===== config.mk =====
export PLATFORM = sky130hd
export DESIGN_NAME = match_controller_flat
export DESIGN_NICKNAME = d
export VERILOG_FILES = /design/src/rtl/match_controller_if.sv /design/src/rtl/match_controller.sv /design/src/flat_wrapper.sv
export SDC_FILE = /design/constraint.sdc
export NUM_CORES = 1
export LEC_CHECK = 0
export CAP_MARGIN = 10
export CORE_ASPECT_RATIO = 1.5
export CORE_UTILIZATION = 55
export CTS_CLUSTER_SIZE = 40
export DETAILED_ROUTE_END_ITERATION = 8
export PLACE_DENSITY = 0.92
export SLEW_MARGIN = 20
export SYNTH_ARGS = -nofsm -noshare
export SYNTH_HDL_FRONTEND = slang
export SYNTH_SLANG_ARGS = --single-unit

===== constraint.sdc =====
create_clock -name clk -period 7.74 [get_ports clk]
set_input_delay 1.548 -clock clk [delete_from_list [all_inputs] [get_ports clk]]
set_output_delay 1.548 -clock clk [all_outputs]
set_load 0.05 [all_outputs]

===== src/rtl/match_controller_if.sv =====
// Scoreboard game-control bus: pulse inputs in, registered
// match status out to the display multiplexer.
interface match_controller_if;
  logic       tick;
  logic       start;
  logic       goal_a;
  logic       goal_b;
  logic [2:0] state;
  logic       en_score;
  logic [7:0] score_a;
  logic [7:0] score_b;
  logic [7:0] time_left;
  logic [1:0] winner;
  logic       finish;

  modport master (
    output tick, start, goal_a, goal_b,
    input  state, en_score, score_a, score_b,
    input  time_left, winner, finish
  );

  modport slave (
    input  tick, start, goal_a, goal_b,
    output state, en_score, score_a, score_b,
    output time_left, winner, finish
  );
endinterface


===== src/rtl/match_controller.sv =====
// Match sequencer: idle, ready countdown, play, pause, finish,
// with BCD scores, BCD match timer and winner decision.
module match_controller #(
  parameter int GAME_SECONDS  = 60,
  parameter int READY_SECONDS = 3,
  parameter int WIN_SCORE     = 10
) (
  input logic          clk,
  input logic          rst,
  match_controller_if.slave bus
);

  typedef enum logic [2:0] {
    IDLE   = 3'd0,
    READY  = 3'd1,
    PLAY   = 3'd2,
    PAUSE  = 3'd3,
    FINISH = 3'd4
  } state_t;

  localparam logic [7:0] GAME_BCD =
    {4'(GAME_SECONDS / 10), 4'(GAME_SECONDS % 10)};
  localparam logic [7:0] READY_BCD =
    {4'(READY_SECONDS / 10), 4'(READY_SECONDS % 10)};
  localparam logic [7:0] WIN_BCD =
    {4'(WIN_SCORE / 10), 4'(WIN_SCORE % 10)};

  function automatic logic [7:0] bcd_inc(
    input logic [7:0] v
  );
    if (v[3:0] == 4'd9)
      return {v[7:4] + 4'd1, 4'd0};
    return {v[7:4], v[3:0] + 4'd1};
  endfunction

  // Saturates at 00 so the timer never underflows.
  function automatic logic [7:0] bcd_dec(
    input logic [7:0] v
  );
    if (v == 8'h00)
      return 8'h00;
    if (v[3:0] == 4'd0)
      return {v[7:4] - 4'd1, 4'd9};
    return {v[7:4], v[3:0] - 4'd1};
  endfunction

  state_t     state_q;
  logic       en_q;
  logic [7:0] sa_q;
  logic [7:0] sb_q;
  logic [7:0] t_q;
  logic [1:0] win_q;
  logic       fin_q;

  logic [7:0] sa_n;
  logic [7:0] sb_n;
  logic [7:0] t_n;
  logic       end_hit;
  logic [1:0] win_n;

  always_comb begin
    sa_n = bus.goal_a ? bcd_inc(sa_q) : sa_q;
    sb_n = bus.goal_b ? bcd_inc(sb_q) : sb_q;
    t_n  = bus.tick ? bcd_dec(t_q) : t_q;
    end_hit = (sa_n == WIN_BCD) ||
              (sb_n == WIN_BCD) ||
              (t_n == 8'h00);
    if (sa_n > sb_n)
      win_n = 2'b01;
    else if (sb_n > sa_n)
      win_n = 2'b10;
    else
      win_n = 2'b11;
  end

  always_ff @(posedge clk or posedge rst) begin
    if (rst) begin
      state_q <= IDLE;
      en_q    <= 1'b0;
      sa_q    <= 8'h00;
      sb_q    <= 8'h00;
      t_q     <= GAME_BCD;
      win_q   <= 2'b00;
      fin_q   <= 1'b0;
    end else begin
      fin_q <= 1'b0;
      case (state_q)
        IDLE: begin
          sa_q  <= 8'h00;
          sb_q  <= 8'h00;
          win_q <= 2'b00;
          en_q  <= 1'b0;
          t_q   <= GAME_BCD;
          if (bus.start) begin
            state_q <= READY;
            t_q     <= READY_BCD;
          end
        end
        READY: begin
          if (bus.tick) begin
            if (t_q == 8'h01) begin
              state_q <= PLAY;
              t_q     <= GAME_BCD;
              en_q    <= 1'b1;
            end else begin
              t_q <= bcd_dec(t_q);
            end
          end
        end
        PLAY: begin
          sa_q <= sa_n;
          sb_q <= sb_n;
          t_q  <= t_n;
          // End condition outranks a same-cycle pause request.
          if (end_hit) begin
            state_q <= FINISH;
            en_q    <= 1'b0;
            fin_q   <= 1'b1;
            win_q   <= win_n;
          end else if (bus.start) begin
            state_q <= PAUSE;
            en_q    <= 1'b0;
          end
        end
        PAUSE: begin
          if (bus.start) begin
            state_q <= PLAY;
            en_q    <= 1'b1;
          end
        end
        FINISH: begin
          if (bus.start) begin
            state_q <= IDLE;
            sa_q    <= 8'h00;
            sb_q    <= 8'h00;
            t_q     <= GAME_BCD;
            win_q   <= 2'b00;
          end
        end
        default: begin
          state_q <= IDLE;
          en_q    <= 1'b0;
          sa_q    <= 8'h00;
          sb_q    <= 8'h00;
          t_q     <= GAME_BCD;
          win_q   <= 2'b00;
        end
      endcase
    end
  end

  assign bus.state     = state_q;
  assign bus.en_score  = en_q;
  assign bus.score_a   = sa_q;
  assign bus.score_b   = sb_q;
  assign bus.time_left = t_q;
  assign bus.winner    = win_q;
  assign bus.finish    = fin_q;

endmodule


===== src/flat_wrapper.sv =====
// flat-port wrapper written by rule: the top's interface ports become plain ports
module match_controller_flat 
#(
  parameter int GAME_SECONDS  = 60,
  parameter int READY_SECONDS = 3,
  parameter int WIN_SCORE     = 10
)
  (clk, rst, bus_tick, bus_start, bus_goal_a, bus_goal_b, bus_state, bus_en_score, bus_score_a, bus_score_b, bus_time_left, bus_winner, bus_finish);
  match_controller_if bus_i ();
  input logic clk;
  input logic rst;
  input wire logic [$bits(bus_i.tick)-1:0] bus_tick;
  input wire logic [$bits(bus_i.start)-1:0] bus_start;
  input wire logic [$bits(bus_i.goal_a)-1:0] bus_goal_a;
  input wire logic [$bits(bus_i.goal_b)-1:0] bus_goal_b;
  output wire logic [$bits(bus_i.state)-1:0] bus_state;
  output wire logic [$bits(bus_i.en_score)-1:0] bus_en_score;
  output wire logic [$bits(bus_i.score_a)-1:0] bus_score_a;
  output wire logic [$bits(bus_i.score_b)-1:0] bus_score_b;
  output wire logic [$bits(bus_i.time_left)-1:0] bus_time_left;
  output wire logic [$bits(bus_i.winner)-1:0] bus_winner;
  output wire logic [$bits(bus_i.finish)-1:0] bus_finish;
  assign bus_i.tick = bus_tick;
  assign bus_i.start = bus_start;
  assign bus_i.goal_a = bus_goal_a;
  assign bus_i.goal_b = bus_goal_b;
  assign bus_state = bus_i.state;
  assign bus_en_score = bus_i.en_score;
  assign bus_score_a = bus_i.score_a;
  assign bus_score_b = bus_i.score_b;
  assign bus_time_left = bus_i.time_left;
  assign bus_winner = bus_i.winner;
  assign bus_finish = bus_i.finish;
  match_controller #(.GAME_SECONDS(GAME_SECONDS), .READY_SECONDS(READY_SECONDS), .WIN_SCORE(WIN_SCORE)) u_core (.clk(clk), .rst(rst), .bus(bus_i));
endmodule

### Word-level counts from Yosys, hierarchy flattened

Cells that the tools add are included.

* eq/ne operators: 17
* multiplexer cells: 54
* order comparisons: 2
* add/subtract/negate cells: 6
* bitwise logic cells: 3
* reductions and logical operators: 13

Operators by type and width (number)
* 8-bit two-way mux: 17
* 8-bit one-hot mux with 3 select lines: 2
* 8-bit one-hot mux with 5 select lines: 1
* 3-bit two-way mux: 7
* 1-bit two-way mux: 20
* 4-bit by 1-bit adder with 4-bit output, second input constant: 4
* 8-bit by 5-bit == test with 1-bit output, second input constant: 2
* 8-bit > comparator: 2
* 8-bit zero test: 2
* 3-bit one-hot mux with 5 select lines: 1
* 4-bit == test, second input constant: 2
* 8-bit by 1-bit == test with 1-bit output, second input constant: 1
* 2-bit != test, second input constant: 4
* 4-bit by 1-bit subtractor with 4-bit output, second input constant: 2
* 7-bit two-way mux: 1
* 3-bit by 2-bit == test with 1-bit output, second input constant: 2
* 2-bit two-way mux: 3
* 2-bit one-hot mux with 3 select lines: 1
* 3-bit AND reduction: 2
* 6-bit AND reduction: 1
* 5-bit AND reduction: 1
* 4-bit zero test: 1
* 2-bit by 1-bit != test with 1-bit output, second input constant: 2
* 4-bit by 1-bit != test with 1-bit output, second input constant: 1
* other kinds (10): 13

* output and inout port bits: 31
* input port bits: 6
* word-level logic and storage cells: 103
* bits in registers: 31

### Logic depth before layout (Yosys ltp)

Gate-level depths: netlist of run 1.

* depth in word-level cells: 14
* mapped depth: 12
* depth with buffers taken out: 11

### Least setup slack after synthesis of run 1

No wires, ideal clock.

* path type: in2reg
* start point: in bus_goal_a
* end point: reg u_core.win_q[0], in the netlist u_core.bus.winner[0]
* stages: 9
* setup time: 120 ps
* data arrival time: 3468 ps
* data required time: 7620 ps
* path buffers: 0
* slack: 4152 ps
* cells stage by stage: nand2_1 nor3b_2 mux2_2 ha_1 a21o_1 a21o_1 a21oi_1 nand2_1 a31o_2

* longest elaborated chain between the ends: 6
* elaborated cells on any way between the ends: 12
* those cells by class: 2 x order compare; 2 x eq/ne; 5 x mux; 3 x reduce/logical

Ends and longest elaborated chain
* start: declaration: RTL line flat_wrapper.sv:14 `input wire logic [$bits(bus_i.goal_a)-1:0] bus_goal_a;`
* 8-bit two-way mux (*): RTL line match_controller.sv:62 `sa_n = bus.goal_a ? bcd_inc(sa_q) : sa_q;`
* 8-bit > comparator / 8-bit by 5-bit == test with 1-bit output (equally long branches): RTL line match_controller.sv:70, match_controller.sv:65
* 1-bit two-way mux / 1-bit logical OR (equally long branches): RTL line match_controller.sv:70, match_controller.sv:65
* 2-bit two-way mux / 1-bit logical OR (equally long branches): RTL line match_controller.sv:68, match_controller.sv:66
* 2-bit two-way mux / 2-bit by 1-bit != test with 1-bit output (equally long branches)
* 2-bit one-hot mux with 3 select lines / 3-bit AND reduction (equally long branches)
* end signal: assignment: RTL line match_controller.sv:119 `win_q <= win_n;`
* end: declaration: RTL line match_controller.sv:52 `logic [1:0] win_q;`

Every way passes the cells marked *; elsewhere a longest branch is shown, timed or not. The select of a mux whose other input is x is not followed.
A chain may end at the register's enable or synchronous reset.

### Worst setup path in the final report of run 1

Ends and elaborated chain as after synthesis.

==> impl_metrics.toml, run 1 <==
[power]
combPwrFrac_pct = 64.2
finalPower_w = 0.00120
power_switching_w = 0.000624
p_int_w = 0.000572
sequentialPowerShare_pct = 24.7
power_density_nw_per_um2 = 407
irDropWorstVdd_mv = 0.214
p_leak_nw = 1.26
p_clk_share_pct = 11.1
p_sw_share_pct = 52.2

[critical_path]
path_buf_inv = 1
critPathSlowestCell = "clkdlybuf4s50_1"
critPathCaptureType = "flop"
slowest_delay_ps = 550
cp-start-kind = "input pin"
r2r_start = "u_core.bus.time_left[0]"
worst-endpoint-required_ps = 7930
critPathTopFamily = "compound AO/OA/AOI/OAI gates"
rrSetupSlack_ps = 4880
worst-path-max-fanout = 6
startpoint = "bus_goal_a"
cp_cell_sequence = "clkdlybuf4s50_1, nand2_1, nor3b_2, mux2_2, ha_1, a21o_1, a21o_1, a21oi_1, nand2_1, a31o_2"
path_class = "input pin to flop"
cp.arrival_ps = 4250

[synth]
synth_top_area_cell = "dfrtp_1"
netlist.area_leader.share_pct = 29.2
synth_nets = 311
ys_async_sr_fraction_pct = 100
netlist_instances = 288
ys_warn_count = 0
synth_edf_count = 0
synth_flop_cell = "dfrtp_1"
synth_cell_types = 64
synthTopCellsByArea = "dfrtp_1 (29%), ha_1 (8.6%), nand2_1 (5.6%)"
synth_area_um2 = 2480
ys_ff_latch = 31
yosysSeqAreaShare_pct = 31.3
syn_avg_cell_area_um2 = 8.62

[floorplan]
coreArea_um2 = 4280
die_area_um2 = 4790
ios = 37
start_util_pct = 58.0
die_width_um = 56.9
fp-row-count = 29
die_h_um = 84.3

[clocking]
cts-root-buf = "clkbuf_8"
post_cts_resize_count = 0
cts_tree = "done"
htreeDepth = 2
cts_setup_buffers = 0
clock_path_buffers = 2
clkTransAtPathRegs_ps = 60
hold_buffers = 0
cts.sinks = 31
clk-insertion-delay-late_ps = 290
cts_inserted_buffers = 5

[routing]
dr.pass1.iters = 7
wl_per_cell_um = 16.7
post_drt_via_cell_ratio = 6.54
route.detailed.drc = 2
ant_nets = 0
vias = 2395
drt_iter0_markers = 169
wl_mm = 6.12

[timing]
period_needed_ps = 4060
finalCritPeriodShare_pct = 52.5
max_freq_mhz = 246
finalHoldViolCount = 0
worst_pin_slew_ps = 759
rsz0062_at_grt = "false"
setup_viol = 0
fin_setup_tns_ps = 0
worst_slack_ps = 3680
slew_headroom_pct = 49.3
slew_viol_final = 0
worst_clock_skew_ps = 5.13

[final_layout]
nets = 343
drive_gt1_share_pct = 8.44
post-route-util_pct = 68.6
layout.cells.non_filler = 366
layout_commonest_cell = "nand2_1"
antenna-diode-count = 0
area_growth_pct = 18.2
final_cell_mix = "nand2_1 (37), clkdlybuf4s50_1 (36), dfrtp_1 (29)"

[grt]
grt_pass1_vias = 2311
grt_start_max_net_pins = 32
antenna_found_initial = 0
grt_pass1_wl_mm = 10.3
grt.overflow.total = 0
grt_usage_pct = 27.5

[placed_design]
place_ws_ps = 3410
post-dp-hpwl_mm = 4.38
numPlacedInstances = 359
place_congestion = 0.888
place.port_buffers = 36

[outcome]
failed_checks = "design-rule violations"
status = "complete, but fails checks"

[min_path]
hold_start = "u_core.bus.time_left[5]"
hold_class = "flop to flop"

[flow_run]
drv_cap = 0
==> path summary, 6_finish.rpt <==
kind / endpoint / cells after the start
worst min-delay path: u_core.bus.time_left[5] / 2
min in group asynchronous: u_core.bus.time_left[7] / 3
max in group asynchronous: u_core.bus.time_left[6] / 3
worst max register to register: u_core.bus.en_score / 8
worst min register to register: u_core.bus.time_left[5] / 2
worst max-delay path: u_core.bus.winner[0] / 10
==> per-stage QoR <==
step	cell area, um^2	hold slack, ps
finish	2940	556
global route	2940	579
CTS	2930	547
detailed placement	2850	540
global placement	2850	530
floorplan	2480	618
==> cell usage after synthesis, drive strengths merged (2+ instances only) <==
cell      n
a2111oi   2
a21boi    2
a21o      4
a21oi    14
a221oi    2
a22o      9
a31o      3
and3      2
and4b     2
buf       5
clkbuf    7
dfrtp    29
dfstp     2
ha       17
inv      13
mux2      2
mux2i     4
nand2    37
nand2b    5
nand3     6
nand4     6
nand4bb   2
nor2     16
nor2b     6
nor3     11
nor3b     4
o21a      3
o21ai    23
o22ai     5
o41ai     3
or2       2
or3       3
or4       2
xnor2     6
xor2      5
==> registers in the layout, indices dropped and copies added, names as in the netlist <==
register,cells
u_core.bus.en_score,1
u_core.bus.finish,1
u_core.bus.score_a,8
u_core.bus.score_b,8
u_core.bus.state,3
u_core.bus.time_left,8
u_core.bus.winner,2
==> routing by layer <==
layer	up-vias	track usage, %	wire (um)
met5	-	0	0
met2	85	49.2	3220
met1	1151	30.4	2400
met4	0	14.2	183
li1	1141	-	-
met3	18	4.93	318
==> layout make-up <==
type	count	area [um^2]
Timing Repair Buffer	37	368
Inverter	13	48.8
Clock inverter	1	5.00
Multi-Input combinational cell	232	1600
Fill cell	371	1350
Clock buffer	6	82.6
Sequential cell	31	778
Tap cell	46	57.6
==> power groups by stage <==
| stage | combinational (W) | clock (W) | sequential [W] |
|---|---|---|---|
| after floorplan | 0.000458 | 0 | 0.000406 |
| after detailed placement | 0.000756 | 0 | 0.000296 |
| after global placement | 0.000738 | 0 | 0.000294 |
| after global routing | 0.000834 | 0.000138 | 0.000307 |
| final | 0.000767 | 0.000133 | 0.000296 |
| after CTS | 0.000761 | 0.000133 | 0.000294 |
==> cell families after synthesis <==
logic type,count (synthesis),synth area share [%]
compound gates,87,24.3
buf+inv,25,4.53
mux,6,2.67
fa+ha+maj,17,8.56
flops,31,31.3
simple gates,111,24.7
xor+xnor,11,3.88
==> tightest hold or removal path: stages (launching register included) <==
cell,delay (ps)
dfstp_2,400
inv_1,90
a2bb2oi_1,60
Note: power is estimated with default switching activity, not from simulation.
==> inputs of run 2 (changes only) <==
==> constraint.sdc (replaced) <==
create_clock -name clk -period 3.9 [get_ports clk]
set_input_delay 0.78 -clock clk [delete_from_list [all_inputs] [get_ports clk]]
set_output_delay 0.78 -clock clk [all_outputs]
set_load 0.05 [all_outputs]
==> run 2 against run 1 <==
Effect of this change: clock skew rose by 1.0 ps; sequential cell count did not move; global-route usage fell by 0.13 points; the flow still finishes with violations (design-rule violations); critical path type unchanged; highest routed layer unchanged; via count fell by 1.8%; worst setup slack got worse by 3100 ps; wire length barely moved; cell area rose by 1.4%; die area did not move; first-iteration DRC count rose by 7.1%; non-clock buffer count rose by 2; critical path depth did not move; power rose by 110%.
==> impl_metrics.toml, run 2 (synthesis results as in run 1) <==
[outcome]
status = "complete, but fails checks"
failed_checks = "design-rule violations"

[floorplan]
die_width_um = 56.9
fp-row-count = 29
start_util_pct = 58.0
ios = 37
die_area_um2 = 4790
coreArea_um2 = 4280
die_h_um = 84.3

[clocking]
post_cts_resize_count = 0
clkTransAtPathRegs_ps = 70
cts_setup_buffers = 0
htreeDepth = 2
cts-root-buf = "clkbuf_8"
hold_buffers = 0
clk-insertion-delay-late_ps = 300
clock_path_buffers = 2
cts_tree = "done"
cts_inserted_buffers = 5
cts.sinks = 31

[timing]
period_needed_ps = 3290
setup_viol = 0
rsz0062_at_grt = "false"
finalHoldViolCount = 0
slew_headroom_pct = 57.5
slew_viol_final = 0
worst_pin_slew_ps = 635
fin_setup_tns_ps = 0
worst_clock_skew_ps = 6.16
finalCritPeriodShare_pct = 84.2
max_freq_mhz = 304

[placed_design]
post-dp-hpwl_mm = 4.46
place_congestion = 0.897
place.port_buffers = 36

[critical_path]
worst-endpoint-required_ps = 4090
critPathCaptureType = "flop"
critPathSlowestCell = "clkdlybuf4s50_1"
slowest_delay_ps = 540
cp-start-kind = "input pin"
cp.arrival_ps = 3470
r2r_start = "u_core.bus.time_left[0]"
startpoint = "bus_goal_a"
worst-path-max-fanout = 6
path_class = "input pin to flop"
cp_cell_sequence = "clkdlybuf4s50_1, nand2_1, nor3b_2, mux2_2, ha_1, a21o_1, a21o_1, a21oi_1, nand2_1, a31o_2"

[final_layout]
layout_commonest_cell = "nand2_1"
final_cell_mix = "nand2_1 (37), clkdlybuf4s50_1 (36), dfrtp_1 (29)"
drive_gt1_share_pct = 8.98
area_growth_pct = 19.9
antenna-diode-count = 0
n_fill_cell = 368
nets = 345

[grt]
grt_pass1_vias = 2230
antenna_found_initial = 0
grt.overflow.total = 0
grt_start_max_net_pins = 32
grt_pass1_wl_mm = 10.2
grt_usage_pct = 27.3

[power]
p_leak_nw = 1.29
finalPower_w = 0.00246
power_density_nw_per_um2 = 825
irDropWorstVdd_mv = 0.526

[routing]
ant_nets = 0
vias = 2351
route.detailed.drc = 2
wl_mm = 6.12
drt_iter0_markers = 181
wl_per_cell_um = 16.6
dr.pass1.iters = 6
post_drt_via_cell_ratio = 6.37

[min_path]
hold_class = "flop to flop"
hold_start = "u_core.bus.time_left[5]"

[flow_run]
drv_cap = 0
[run 2: cell count changes in the layout (fill, tap and decap cells not counted)]
cell       before  now
nor2_1         15   16
bufinv_16       0    1
buf_4           1    3
nor2_2          1    0
[run 2: routing by layer]
metal / GRT usage [%] / wire [um] / part of all wire [%]
met1: 30.3 / 2480 / 41
met2: 48.2 / 3080 / 50
met3: 5.86 / 313 / 5.1
met4: 14.4 / 238 / 3.9
met5: 0 / 0 / 0
[run 2: metrics by stage]
step | setup slack [ps] | hold slack (ps) | utilization (%) | instance area, um^2 | cells
5_1_grt | 487 | 577 | 69.6 | 2980 | 369
3_3_place_gp | 444 | 532 | 66.8 | 2860 | 361
4_1_cts | 644 | 551 | 69.6 | 2980 | 369
2_1_floorplan | 1040 | 618 | - | 2480 | 288
3_5_place_dp | 372 | 543 | 66.8 | 2860 | 361
6_report | 615 | 562 | 69.6 | 2980 | 369
[run 2: power breakdown]
group	switching, W	leakage, nW	internal [W]
combinational	0.000941	0.815	0.000595
clock	0.000130	0.0612	0.000207
sequential	0.000166	0.410	0.000418
total	0.00124	1.29	0.00122
[run 2: final timing paths]
kind | slack (ps) | end | cells past startpoint
worst max-delay path | 610 | u_core.bus.winner[0] | 10
worst min register to register | 560 | u_core.bus.time_left[5] | 2
min in group asynchronous | 860 | u_core.bus.score_a[5] | 3
worst max register to register | 1000 | u_core.bus.en_score | 8
max in group asynchronous | 2720 | u_core.bus.time_left[6] | 3
worst min-delay path | 560 | u_core.bus.time_left[5] | 2
[run 2: critical path, delay by kind of cell]
kind,cells,cell delay [ps]
adders and majority gates,1,330
and+or+nand+nor,3,640
muxes,1,410
buffers and inverters,1,540
AOI/OAI and AO/OA,4,770
[run 2: area by class of cell]
type / instances / area, um^2 / area share, %
Clock buffer: 6 / 82.6 / 2.77
Inverter: 13 / 48.8 / 1.64
Sequential cell: 31 / 778 / 26.1
Tap cell: 46 / 57.6 / 1.93
Clock inverter: 2 / 35.0 / 1.18
Multi-Input combinational cell: 232 / 1590 / 53.5
Timing Repair Buffer: 39 / 383 / 12.9
==> edit 1 (settings of run 1) <==
Make the reset (`rst`) synchronous in one clocked block.
--- a/src/rtl/match_controller.sv
+++ b/src/rtl/match_controller.sv
@@ -74,5 +74,5 @@
   end
 
-  always_ff @(posedge clk or posedge rst) begin
+  always_ff @(posedge clk) begin
     if (rst) begin
       state_q <= IDLE;
Formal check against the unedited RTL: differs if rst is asserted again (counterexample within 4 cycles, from zero or initial values and one cycle with rst high); with rst held inactive, the same outputs for 10 cycles.
==> edit 1 against run 1 <==
The flow still finishes with violations (design-rule violations); synthesized area is 0.96% higher; routed wire length up 6.6%; worst setup slack better by 72 ps; synthesized cell count rose by 16%; critical path depth is 1 higher; worst hold slack worse by 39 ps; die area up 0.94%; sequential share of layout area shrank 5.3 points; design area shrank 0.47%; sequential cell count did not move.
Power is left out: it rests on default switching activity, and per cell area and clock period it moved more than threefold.
==> edit 1: results <==
set metrics [dict create \
    hpwlAfterDp_um 4558 \
    yosysSeqAreaShare_pct 24.75 \
    cts_buffer_depth 2 \
    io_buffers 36 \
    cts_resized 0 \
    first_iter_violations 161 \
    crit_start "bus_goal_a" \
    async_flop_share_pct 0 \
    htree_levels 2 \
    synth_fp_nets 356 \
    antenna_found_initial 0 \
    drive_above_1_share_pct 5.915 \
    r2r-start "u_core.bus.time_left[0]$_SDFFE_PP0P_" \
    root_buffer "clkbuf_8" \
    drtPass1Iterations 7 \
    ys_types 62 \
    yosysMostFrequentCell "nor2_1" \
    grt_max_degree 32 \
    cp_slowest_cell "clkdlybuf4s50_1" \
    post_cts.repair.setup_buffers 0 \
    violations "design-rule violations" \
    netlist_top_cells_area "dfxtp_1 (25%), ha_1 (8.5%), nor2_1 (7.0%), a21oi_1 (4.0%), o21ai_0 (4.0%)" \
    fin_worst_skew_ps 5.902 \
    wl_um 6524 \
    tightest_slew_ps 993.7 \
    min-delay-start "u_core.bus.winner[0]$_SDFFE_PP0P_" \
    ys_top_cells_by_count "nor2_1 (47), dfxtp_1 (31), nand2_1 (21)" \
    num_antenna_cells 0 \
    yosysWarnings 0 \
    crit_fanout 10 \
    gp_congestion 0.8827 \
    cts_made_buffers 5 \
    final_nets 378 \
    clock_latency_ps 290 \
    cts_tree "done" \
    clkTransAtPathRegs_ps 60 \
    nFillCells 375 \
    hold_class "reg2reg" \
    vias 2613 \
    grt_pass1_vias 2359 \
    grt_usage_pct 27.40 \
    grt_pass1_wl_um 10490 \
    drc 6 \
    outcome "finished with violations" \
    cp_slowest_stage_delay_ps 590 \
]
==> edit 1: path summary, 6_finish.rpt <==
path	cells after the start	to	slack, ps
max	11	u_core.bus.winner[1]$_SDFFE_PP0P_	3750
min	2	u_core.bus.winner[0]$_SDFFE_PP0P_	520
max reg2reg	12	u_core.bus.winner[1]$_SDFFE_PP0P_	4440
min reg2reg	2	u_core.bus.winner[0]$_SDFFE_PP0P_	520
==> edit 1: through the flow <==
stage	hold WS, ps	std cells	setup slack, ps	utilization (%)	area [µm²]
after floorplan	691.7	333	4031	-	2507
after global placement	499.4	394	3575	65.63	2834
after detailed placement	503.2	394	3508	65.63	2834
after CTS	512.8	401	3780	67.66	2922
after global routing	521.9	401	3622	67.66	2922
final	516.3	401	3749	67.66	2922
==> edit 1: per-layer routing <==
| metal | vias to the layer above | GRT usage (%) | part of all wire, % |
|---|---|---|---|
| met3 | 22 | 5.085 | 5.3 |
| met4 | 0 | 15.96 | 3.9 |
| met2 | 111 | 49.20 | 53 |
| li1 | 1257 | - | - |
| met5 | - | 0 | 0 |
| met1 | 1223 | 29.06 | 38 |
==> edit 1: cell families after synthesis <==
| kind of cell | count (synthesis) | synth area share, % |
|---|---|---|
| flip-flops | 31 | 24.75 |
| AND/OR/NAND/NOR | 130 | 26.80 |
| AO/OA/AOI/OAI | 100 | 27.60 |
| buffers and inverters | 40 | 6.786 |
| adder cells (fa/ha/maj) | 17 | 8.483 |
| XOR/XNOR | 10 | 3.493 |
| multiplexers | 5 | 2.096 |
==> edit 1: cell type report <==
cell class                 instances  area share (%)
multi-input combinational        262           58.76
inverter                          17           2.184
tap                               46           1.970
clock buffer                       6           2.827
sequential                        31           21.24
clock inverter                     1          0.1713
timing repair buffer              38           12.85
==> edit 1: critical path: cells and delay by family <==
kind,cells,cell delay [ps]
mux,1,400
fa+ha+maj,1,310
compound gates,5,750
simple gates,3,570
buf+inv,1,590
==> edit 2 (config.mk and constraints of run 1) <==
Without the edit above. `GAME_SECONDS` is set to 60 in 2 places; all go to 59.
--- a/src/rtl/match_controller.sv
+++ b/src/rtl/match_controller.sv
@@ -2,5 +2,5 @@
 // with BCD scores, BCD match timer and winner decision.
 module match_controller #(
-  parameter int GAME_SECONDS  = 60,
+  parameter int GAME_SECONDS  = 59,
   parameter int READY_SECONDS = 3,
   parameter int WIN_SCORE     = 10
--- a/src/flat_wrapper.sv
+++ b/src/flat_wrapper.sv
@@ -2,5 +2,5 @@
 module match_controller_flat 
 #(
-  parameter int GAME_SECONDS  = 60,
+  parameter int GAME_SECONDS  = 59,
   parameter int READY_SECONDS = 3,
   parameter int WIN_SCORE     = 10
Check against the original RTL: not equivalent (Yosys sat finds a counterexample within 4 cycles, from zero or initial values and one cycle with rst high).
==> edit 2 against run 1 <==
Sequential power is 11% higher; register-to-register slack worse by 140 ps; power is 11% higher; design area is 3.2% higher; maximum frequency is 0.70% lower; worst setup slack worse by 28 ps; sequential cell count stayed put; synthesized area is 4.2% higher; via count is 4.9% higher; routed wire length is 7.2% higher.
==> edit 2: results <==
set metrics [dict create \
    met2_usage_pct 47.44 \
    routedWlPerCell_um 17.09 \
    hpwlAfterDp_um 4741 \
    cp.arrival_ps 4280 \
    vias 2512 \
    r2r_slack_ps 4740 \
    grt_max_degree 32 \
    antenna_found_initial 0 \
    yosysSeqAreaShare_pct 30.16 \
    grt_pass1_vias 2403 \
    ys_types 68 \
    slew_headroom_pct 54.56 \
    gp_congestion 0.9436 \
    yosysWarnings 0 \
    syn_area_per_cell_um2 8.432 \
    first_iter_violations 261 \
    netlist_top_cells_area "dfrtp_1 (26%), ha_1 (7.2%), o21ai_0 (5.8%), dfstp_2 (4.1%), nor2_1 (3.6%)" \
    grt_pass1_wl_um 10690 \
    ys_top_cells_by_count "o21ai_0 (30), dfrtp_1 (27), nor2_1 (25)" \
    r2r-start "u_core.bus.time_left[1]$_DFFE_PP0P_" \
    reg2reg_to "u_core.bus.state[0]$_DFFE_PP0P_" \
    holdWs_ps 561.4 \
    reg2regPathDepth 10 \
    dp.cells 376 \
    outcome "finished clean" \
    use_met1_pct 31.38 \
    drtPass1Iterations 4 \
    crit_fanout 9 \
    vias_per_cell 6.542 \
    grt_usage_pct 27.43 \
    vdd_drop_max_mv 0.2403 \
    fin_worst_skew_ps 8.710 \
]
[edit 2: metal layers]
metal | part of all wire [%] | routed length [µm] | vias up
met5 | 0 | 0 | -
met4 | 4.1 | 266 | 0
met3 | 4.5 | 294 | 34
met2 | 51 | 3350 | 85
met1 | 40 | 2651 | 1212
li1 | - | - | 1181
[edit 2: worst min path at each step]
| stage | start | end | depth (start not counted) |
|---|---|---|---|
| 2_1_floorplan | u_core.bus.time_left[4]$_DFFE_PP1P_ | u_core.bus.time_left[4]$_DFFE_PP1P_ | 2 |
| 3_3_place_gp | u_core.bus.en_score$_DFFE_PP0P_ | u_core.bus.en_score$_DFFE_PP0P_ | 2 |
| 3_5_place_dp | u_core.bus.en_score$_DFFE_PP0P_ | u_core.bus.en_score$_DFFE_PP0P_ | 2 |
| 4_1_cts | u_core.bus.en_score$_DFFE_PP0P_ | u_core.bus.en_score$_DFFE_PP0P_ | 2 |
| 5_1_grt | u_core.bus.en_score$_DFFE_PP0P_ | u_core.bus.en_score$_DFFE_PP0P_ | 2 |
| 6_report | u_core.bus.en_score$_DFFE_PP0P_ | u_core.bus.en_score$_DFFE_PP0P_ | 2 |
[edit 2: cells by family (layout without fill, tap and decap cells)]
group                      Yosys count  in the layout  synth area share (%)
and+or+nand+nor                    109            109                 22.96
AOI/OAI and AO/OA                  100            100                 26.63
DFF                                 31             31                 30.16
buffers and inverters               31             60                 5.461
adders and majority gates           15             15                 7.250
xor gates and xnor gates            13             13                 4.398
muxes                                8              8                 3.142
[edit 2: power breakdown]
| group | switching, mW | internal [mW] |
|---|---|---|
| Sequential | 0.107 | 0.222 |
| Combinational | 0.528 | 0.330 |
| Clock | 0.0637 | 0.0717 |
| Total | 0.699 | 0.624 |
[edit 2: area by class of cell]
cell class / count / area (µm²)
Clock inverter: 1 / 5.005
Tap cell: 48 / 60.06
Fill cell: 365 / 1474
Clock buffer: 7 / 86.33
Inverter: 13 / 48.80
Sequential cell: 31 / 780.7
Timing Repair Buffer: 39 / 382.9
Multi-Input combinational cell: 245 / 1667
[edit 2: worst max-delay path: stages]
cell and delay [ps]:
clkdlybuf4s50_1 650, nand4b_1 160, nor2_1 320, mux2_2 400, ha_1 320, a21o_1 170, a21o_1 180, a21oi_1 200
a21oi_1 90, a21o_2 240
[edit 2: stage by stage]
step           instance area [µm²]  power [mW]  setup slack, ps
2_1_floorplan                 2589      0.9483             4108
3_3_place_gp                  2939       1.146             3461
3_5_place_dp                  2939       1.173             3380
4_1_cts                       3030       1.312             3676
5_1_grt                       3030       1.395             3535
6_report                      3030       1.323             3649
